`src/rtl/sbl_pkg.sv`:
```
// -----------------------------------------------------------------------------
// sbl_pkg
// Shared types and constants for the serial byte loader.
//   sbl_state_t : loader FSM state encoding
//   WORD_RST    : reset value of the downstream 8-bit register stage
// -----------------------------------------------------------------------------
package sbl_pkg;

    typedef enum logic [2:0] {
        S_IDLE,
        S_SHIFT,
        S_PARITY,
        S_WRITE,
        S_DONE
    } sbl_state_t;

    localparam logic [7:0] WORD_RST = 8'hFF;

endpackage

```
`src/rtl/serial_byte_loader_shift.sv`:
```
// -----------------------------------------------------------------------------
// shift_in_reg
// Serial-in shift register that holds the word being assembled.
//   clk  : clock, rising edge
//   rst  : synchronous active-high reset, clears the word to 0
//   en   : shift sin in this cycle
//   sin  : serial data bit
//   word : assembled word
// With LSB_FIRST=1 bits enter at the top and move down, so the first bit of a
// WIDTH-bit frame ends up in word[0]; with LSB_FIRST=0 bits enter at the bottom
// and the first bit ends up in word[WIDTH-1].
// -----------------------------------------------------------------------------
module shift_in_reg #(
    parameter int WIDTH     = 8,
    parameter bit LSB_FIRST = 1'b1
) (
    input  logic             clk,
    input  logic             rst,
    input  logic             en,
    input  logic             sin,
    output logic [WIDTH-1:0] word
);

    always_ff @(posedge clk) begin
        if (rst) begin
            word <= '0;
        end else if (en) begin
            if (LSB_FIRST) begin
                word <= {sin, word[WIDTH-1:1]};
            end else begin
                word <= {word[WIDTH-2:0], sin};
            end
        end
    end

endmodule

```
`src/rtl/serial_byte_loader.sv`:
```
// -----------------------------------------------------------------------------
// serial_byte_loader
// Assembles a serial bit stream into a WIDTH-bit word, optionally checks an
// even-parity bit, and presents the word with a one-cycle write strobe to a
// downstream write-enabled register. Words that fail parity are never written.
//   clk       : clock, rising edge
//   rst       : synchronous active-high reset, priority over all inputs
//   start     : begin a frame (sampled only in IDLE)
//   sin       : serial data bit
//   sin_valid : sin is consumed this cycle (SHIFT / PARITY only)
//   d_out     : last good word (reset: all ones) -> register D
//   wr        : one-cycle write strobe -> register wr
//   busy      : high in every state except IDLE
//   done      : one-cycle pulse at the end of every frame, good or bad
//   par_err   : sticky parity error, cleared by the next accepted start
// Handshake: a bit is transferred on every rising edge where the FSM is in
// SHIFT or PARITY and sin_valid=1; sin_valid=0 simply stalls the frame.
// All outputs are registers; sin never reaches wr combinationally.
// -----------------------------------------------------------------------------
module serial_byte_loader
    import sbl_pkg::*;
#(
    parameter int WIDTH     = 8,
    parameter bit LSB_FIRST = 1'b1,
    parameter bit PARITY_EN = 1'b1
) (
    input  logic             clk,
    input  logic             rst,
    input  logic             start,
    input  logic             sin,
    input  logic             sin_valid,
    output logic [WIDTH-1:0] d_out,
    output logic             wr,
    output logic             busy,
    output logic             done,
    output logic             par_err
);

    localparam int                CNT_W    = $clog2(WIDTH + 1);
    localparam logic [CNT_W-1:0] LAST_BIT = CNT_W'(WIDTH - 1);

    sbl_state_t       state;
    logic [CNT_W-1:0] bit_cnt;
    logic [WIDTH-1:0] word;
    logic [WIDTH-1:0] word_next;
    logic             shift_en;

    assign shift_en = (state == S_SHIFT) && sin_valid;

    shift_in_reg #(
        .WIDTH     (WIDTH),
        .LSB_FIRST (LSB_FIRST)
    ) u_shift (
        .clk  (clk),
        .rst  (rst),
        .en   (shift_en),
        .sin  (sin),
        .word (word)
    );

    // Without a parity bit, d_out must be loaded on the same edge that shifts
    // in the last data bit, so the word including that bit is formed here.
    always_comb begin
        word_next = word;
        if (LSB_FIRST) begin
            word_next = {sin, word[WIDTH-1:1]};
        end else begin
            word_next = {word[WIDTH-2:0], sin};
        end
    end

    always_ff @(posedge clk) begin
        if (rst) begin
            state   <= S_IDLE;
            bit_cnt <= '0;
            d_out   <= '1;
            wr      <= 1'b0;
            busy    <= 1'b0;
            done    <= 1'b0;
            par_err <= 1'b0;
        end else begin
            case (state)
                S_IDLE: begin
                    wr   <= 1'b0;
                    done <= 1'b0;
                    // A sin_valid seen together with start is not captured:
                    // shifting is only enabled in S_SHIFT.
                    if (start) begin
                        state   <= S_SHIFT;
                        bit_cnt <= '0;
                        par_err <= 1'b0;
                        busy    <= 1'b1;
                    end
                end

                S_SHIFT: begin
                    if (sin_valid) begin
                        bit_cnt <= bit_cnt + CNT_W'(1);
                        if (bit_cnt == LAST_BIT) begin
                            if (PARITY_EN) begin
                                state <= S_PARITY;
                            end else begin
                                state <= S_WRITE;
                                d_out <= word_next;
                                wr    <= 1'b1;
                            end
                        end
                    end
                end

                S_PARITY: begin
                    if (sin_valid) begin
                        // Even parity: the parity bit equals the XOR of the data.
                        if (sin == ^word) begin
                            state <= S_WRITE;
                            d_out <= word;
                            wr    <= 1'b1;
                        end else begin
                            state   <= S_DONE;
                            par_err <= 1'b1;
                            done    <= 1'b1;
                        end
                    end
                end

                S_WRITE: begin
                    state <= S_DONE;
                    wr    <= 1'b0;
                    done  <= 1'b1;
                end

                S_DONE: begin
                    // start in this cycle is ignored; it is re-sampled in IDLE.
                    state <= S_IDLE;
                    done  <= 1'b0;
                    busy  <= 1'b0;
                end

                default: begin
                    state <= S_IDLE;
                    wr    <= 1'b0;
                    done  <= 1'b0;
                    busy  <= 1'b0;
                end
            endcase
        end
    end

endmodule

```
`config.mk`:
```
export PLATFORM = sky130hd
export DESIGN_NAME = serial_byte_loader
export DESIGN_NICKNAME = d
export VERILOG_FILES = /design/src/rtl/sbl_pkg.sv /design/src/rtl/serial_byte_loader_shift.sv /design/src/rtl/serial_byte_loader.sv
export SDC_FILE = /design/constraint.sdc
export NUM_CORES = 1
export LEC_CHECK = 0
export ABC_AREA = 1
export CORE_ASPECT_RATIO = 1.2
export CORE_MARGIN = 2
export CORE_UTILIZATION = 40
export DETAILED_ROUTE_END_ITERATION = 12
export PLACE_DENSITY = 0.59
export SLEW_MARGIN = 20
export SYNTH_ARGS = -nofsm -noshare
export SYNTH_HDL_FRONTEND = slang
export SYNTH_SLANG_ARGS = --single-unit
```
`constraint.sdc`:
```
create_clock -name clk -period 2.65 [get_ports clk]
set_input_delay 0.53 -clock clk [delete_from_list [all_inputs] [get_ports clk]]
set_output_delay 0.53 -clock clk [all_outputs]
set_load 0.005 [all_outputs]
```
**Word-level counts from Yosys, hierarchy flattened**

Index checks and enable logic that the tools add are counted.

- Register bits: 27
- Bits of input ports: 5
- Output and inout port bits: 12
- Logic and storage cells: 57

- Add/sub/neg operators: 1
- Eq/ne operators: 12
- Mux-type cells: 19
- Bitwise gates (word level): 3
- Reduce and logical (&&, ||, !) cells: 14

Operators by type and width:

| kind | number |
|---|---|
| 3-bit two-way mux | 5 |
| 3-bit one-hot mux with 4 select lines | 1 |
| 3-bit AND reduction | 4 |
| 2-bit inequality test (second input constant) | 5 |
| 4-bit two-way mux | 2 |
| 4-bit one-hot mux with 2 select lines | 1 |
| 4-bit AND reduction | 2 |
| 8-bit parity | 1 |
| 3-bit by 2-bit == test with 1-bit output (second input constant) | 2 |
| 1-bit two-way mux | 6 |
| 1-bit one-hot mux with 2 select lines | 3 |
| 4-bit by 1-bit adder with 4-bit output (second input constant) | 1 |
| 4-bit by 3-bit == test with 1-bit output (second input constant) | 1 |
| 2-bit nonzero test | 2 |
| 3-bit by 1-bit == test with 1-bit output (second input constant) | 1 |
| 3-bit == test (second input constant) | 1 |
| 3-bit zero test | 1 |
| 1-bit inverter | 3 |
| 1-bit one-hot mux with 3 select lines | 1 |
| 3-bit OR reduction | 1 |
| 2-bit by 1-bit inequality test with 1-bit output (second input constant) | 1 |
| 2-bit AND reduction | 1 |
| 2-bit OR reduction | 1 |
| 1-bit == test | 1 |
| 1-bit logical AND | 1 |

**Logic depth before layout (Yosys ltp)**

- Word-level depth: 5
- Depth in mapped cells: 12
- Depth with buffers taken out: 12

**Cells and area by module**

A second synthesis with hierarchy kept.

- Cell total of the unflattened synthesis: 198
- Area, all modules: 1348.8 um^2

By module, submodules not included:

| module | instances | cells each | area each (um^2) | sequential area each (um^2) |
|---|---|---|---|---|
| serial_byte_loader | 1 | 147 | 1001.0 | 380.4 |
| shift_in_reg | 1 | 51 | 347.8 | 160.2 |

**Worst setup path after synthesis**

Ideal clock, no wire load.

- Path kind: input to register
- Start point: in sin
- End point: reg d_out[2]
- Setup time: 0.134 ns
- Data arrival time: 1.269 ns
- Data required time: 2.516 ns
- Setup slack: 1.248 ns
- Stages: 10
- Path buffers: 0
- Cell sequence: inv_1 -> nand3_2 -> nand2_1 -> nand2_1 -> nand3_1 -> nand2_2 -> nand3_4 -> clkinv_4 -> nand2_1 -> nand3_1

- Word-level cells in the longest chain between the ends: 2

Ends and longest elaborated chain:

| what | line | text |
|---|---|---|
| start, declared | serial_byte_loader.sv:30 | `input logic sin,` |
| 1-bit == test | serial_byte_loader.sv:114 | `if (sin == ^word) begin` |
| 3-bit AND reduction (no line) | - |  |
| end signal, assigned | serial_byte_loader.sv:104 | `d_out <= word_next;` |
| end signal, assigned | serial_byte_loader.sv:116 | `d_out <= word;` |
| end, declared | serial_byte_loader.sv:32 | `output logic [WIDTH-1:0] d_out,` |

No other way between the ends.
A chain may end at the register's enable or synchronous reset.

**Worst setup path after layout**

- Start point: reg d_out[1]
- End point: out d_out[1]

No word-level cell between the ends.

==> run summary <==
Status: complete, no violations
Initial DRC Count: 21
Via count: 1105
Area of the multi-input gates: 576 sq um
Slew headroom: 0.605
Core area: 3000 sq um
Post-Route WL: 2.57 mm
First-pass GRT wire length: 4.33 mm
Starting density of the core: 0.410
Leak: 0.670 nW
Max Freq: 0.582 GHz
Cts hold-fix bufs: 0
Hold Path Origin: done
Vias per cell: 4.89
Final Max Slew Viols: 0
Min Clock Period, post-route: 1.72 ns
Die height: 64.7 um
CP top delay family: buffers and inverters
Vias in the first global route: 1054
Cell area after layout: 1460 sq um
Total gr overflow: 0
Final Power: 1.04 mW
Critical path fanouts, max: 2
Pre-Repair DR Iteration Count: 6
Post-route clock period utilization: 0.648
DIE AREA: 3540 sq um
Layout cell share with drive strength beyond 1: 0.0842
Endpoints failing hold: 0
Worst Path Required: 2.12 ns
Area of the mapped netlist: 1230 sq um
Asr flop ratio synth: 0
Antenna violations before repair: 0
# H-tree levels: 1
Reg2Reg Launch Point: u_shift.word[3]
Area grow syn2layout: 18.6%
Inst Count DP: 222
Pwr Density: 712 nW/um^2
Overall Global Routing Usage: 0.164
Hold depth: 2
R2R cell count: 11
Worst Hold Path EP: done
Syn Area/Cell: 7.15 sq um
Critical Path AT: 1.19 ns
Setup repair bufs after CTS: 0
Clk sink count: 27
Util after Layout: 0.486
Post-DRT Antenna Nets: 0
Final clock skew: 0.00351 ns
CP max stage delay: 0.50 ns
Area post-placement: 1430 sq um
Maximum vdd ir drop: 0.350 mV
Total Neg Setup Slack: 0 ns
Port-buffer cells: 16
Ports: 17
Clk root buf: clkbuf_4
Worst R2R End: d_out[2]
Clk buf depth: 2
Register area share after synthesis: 0.439
Post-CTS resize count: 0
Routability cong.: 0.800
CP Launch Type: register
Count leader, synth: nand2_1
Synth warn: 0
FF-to-FF setup slack: 1.09 ns
Cells along the critical path: clkdlybuf4s50_1
Final setup viols: 0
Clk slew on worst S/H paths: 0.14 ns
Unrepaired setup endpoints after global routing: false
Clk_lat worst skew: 0.32 ns
Nets@finish: 197
CP Class: register to primary output
Pin count of the biggest net entering global routing: 23
Register area: 541 sq um
Leading area contributor after synthesis: dfxtp_1
Yosys top cell area share: 0.439
Mapped Nets: 178
Hold crit path type: register to register
Synth Flop Type: dfxtp_1
TritonCTS clock tree: built
Routed WL per cell: 11.4 um
Post-Layout Cell Count: 226
Post-synth top cells: 44 x nand2_1, 27 x dfxtp_1, 23 x inv_1
Worst slew pin tran: 0.592 ns
Ant diodes: 0
Buffers plus inverters on the worst setup path: 1
Post-synth EDFFs: 0
Largest cells by area after synthesis: dfxtp_1 44%, nand2_1 13%, inv_1 7.0%
Post-synthesis cell count: 172
Max Cap Violations: 0
FF+latch count, synth: 27
Yosys cell types: 26
HPWL reported at the end of detailed placement: 1.97 mm
Row count: 22
Fill count: 303
# DRC: 0
CP max stage cell: clkdlybuf4s50_1
Worst Setup End Kind: primary output
Die width: 54.6 um
CTS Buf Count: 3
metrics by stage:
| step | hold slack, ns | setup WS [ns] |
|---|---|---|
| 6_report | 0.461 | 0.932 |
| 5_1_grt | 0.499 | 0.801 |
| 2_1_floorplan | 0.437 | 1.25 |
| 3_5_place_dp | 0.450 | 0.590 |
| 4_1_cts | 0.470 | 0.912 |
| 3_3_place_gp | 0.442 | 0.609 |
worst reg2reg max path, cell delays in order, from the launching register on:
cell	delay [ns]
dfxtp_1	0.44
inv_1	0.11
nand2_1	0.08
nand3_1	0.08
nand2_1	0.07
nand2_1	0.06
nand3_1	0.12
nand2_2	0.11
nand3_4	0.14
clkinv_4	0.11
nand2_1	0.07
nand3_1	0.06
worst max path at each step:
stage / start / to / slack (ns) / cells past startpoint
4_1_cts: d_out[1] / d_out[1] / 0.91 / 1
3_3_place_gp: sin / d_out[6] / 0.61 / 12
5_1_grt: sin / d_out[5] / 0.80 / 12
2_1_floorplan: sin / d_out[2] / 1.25 / 10
6_report: d_out[1] / d_out[1] / 0.93 / 1
3_5_place_dp: sin / d_out[2] / 0.59 / 12
where the power goes:
group	leakage (nW)	internal (mW)	switching [mW]
logic	0.432	0.141	0.214
registers	0.220	0.461	0.0465
clock network	0.0177	0.0566	0.120
final cells by class:
class,instances,share of cell area
clock inverters,1,0.00343
repair buffers,17,0.115
flip-flops and latches,27,0.370
well taps,36,0.0309
clock buffers,3,0.0154
multi-input cells,116,0.395
inverters,26,0.0703
state kept, by name, summed over array words and instances (netlist names):
signal,flops
d_out,8
u_shift.word,8
bit_cnt,4
state,3
busy,1
done,1
par_err,1
wr,1
per-layer routing:
layer / wire length, um / up-vias / global-route usage
li1: - / 591 / -
met1: 1110 / 495 / 0.188
met2: 1350 / 17 / 0.295
met3: 85 / 2 / 0.0207
met4: 19 / 0 / 0.0563
met5: 0 / - / 0
cell families (layout without fill, tap and decap cells):
group / count (synthesis) / in the layout / share of synthesized area
xor gates and xnor gates: 1 / 1 / 0.00712
buffers and inverters: 29 / 47 / 0.0926
AOI/OAI and AO/OA: 32 / 32 / 0.140
DFF: 27 / 27 / 0.439
and+or+nand+nor: 82 / 82 / 0.310
adders and majority gates: 1 / 1 / 0.0102
layout by cell type, fill, tap and decap left out, types with 2 or more instances in the layout:
master           Yosys  routed
nand2_1             44      44
dfxtp_1             27      27
inv_1               23      23
clkdlybuf4s50_1      0      16
nand3_1             15      15
a21oi_1             15      15
o21ai_0             12      12
nor2_1              10      10
nor3_1               3       3
clkbuf_4             0       3
nand2_2              2       2
inv_2                2       2
nand4_1              2       2
Note: power is estimated with default switching activity, not from simulation.
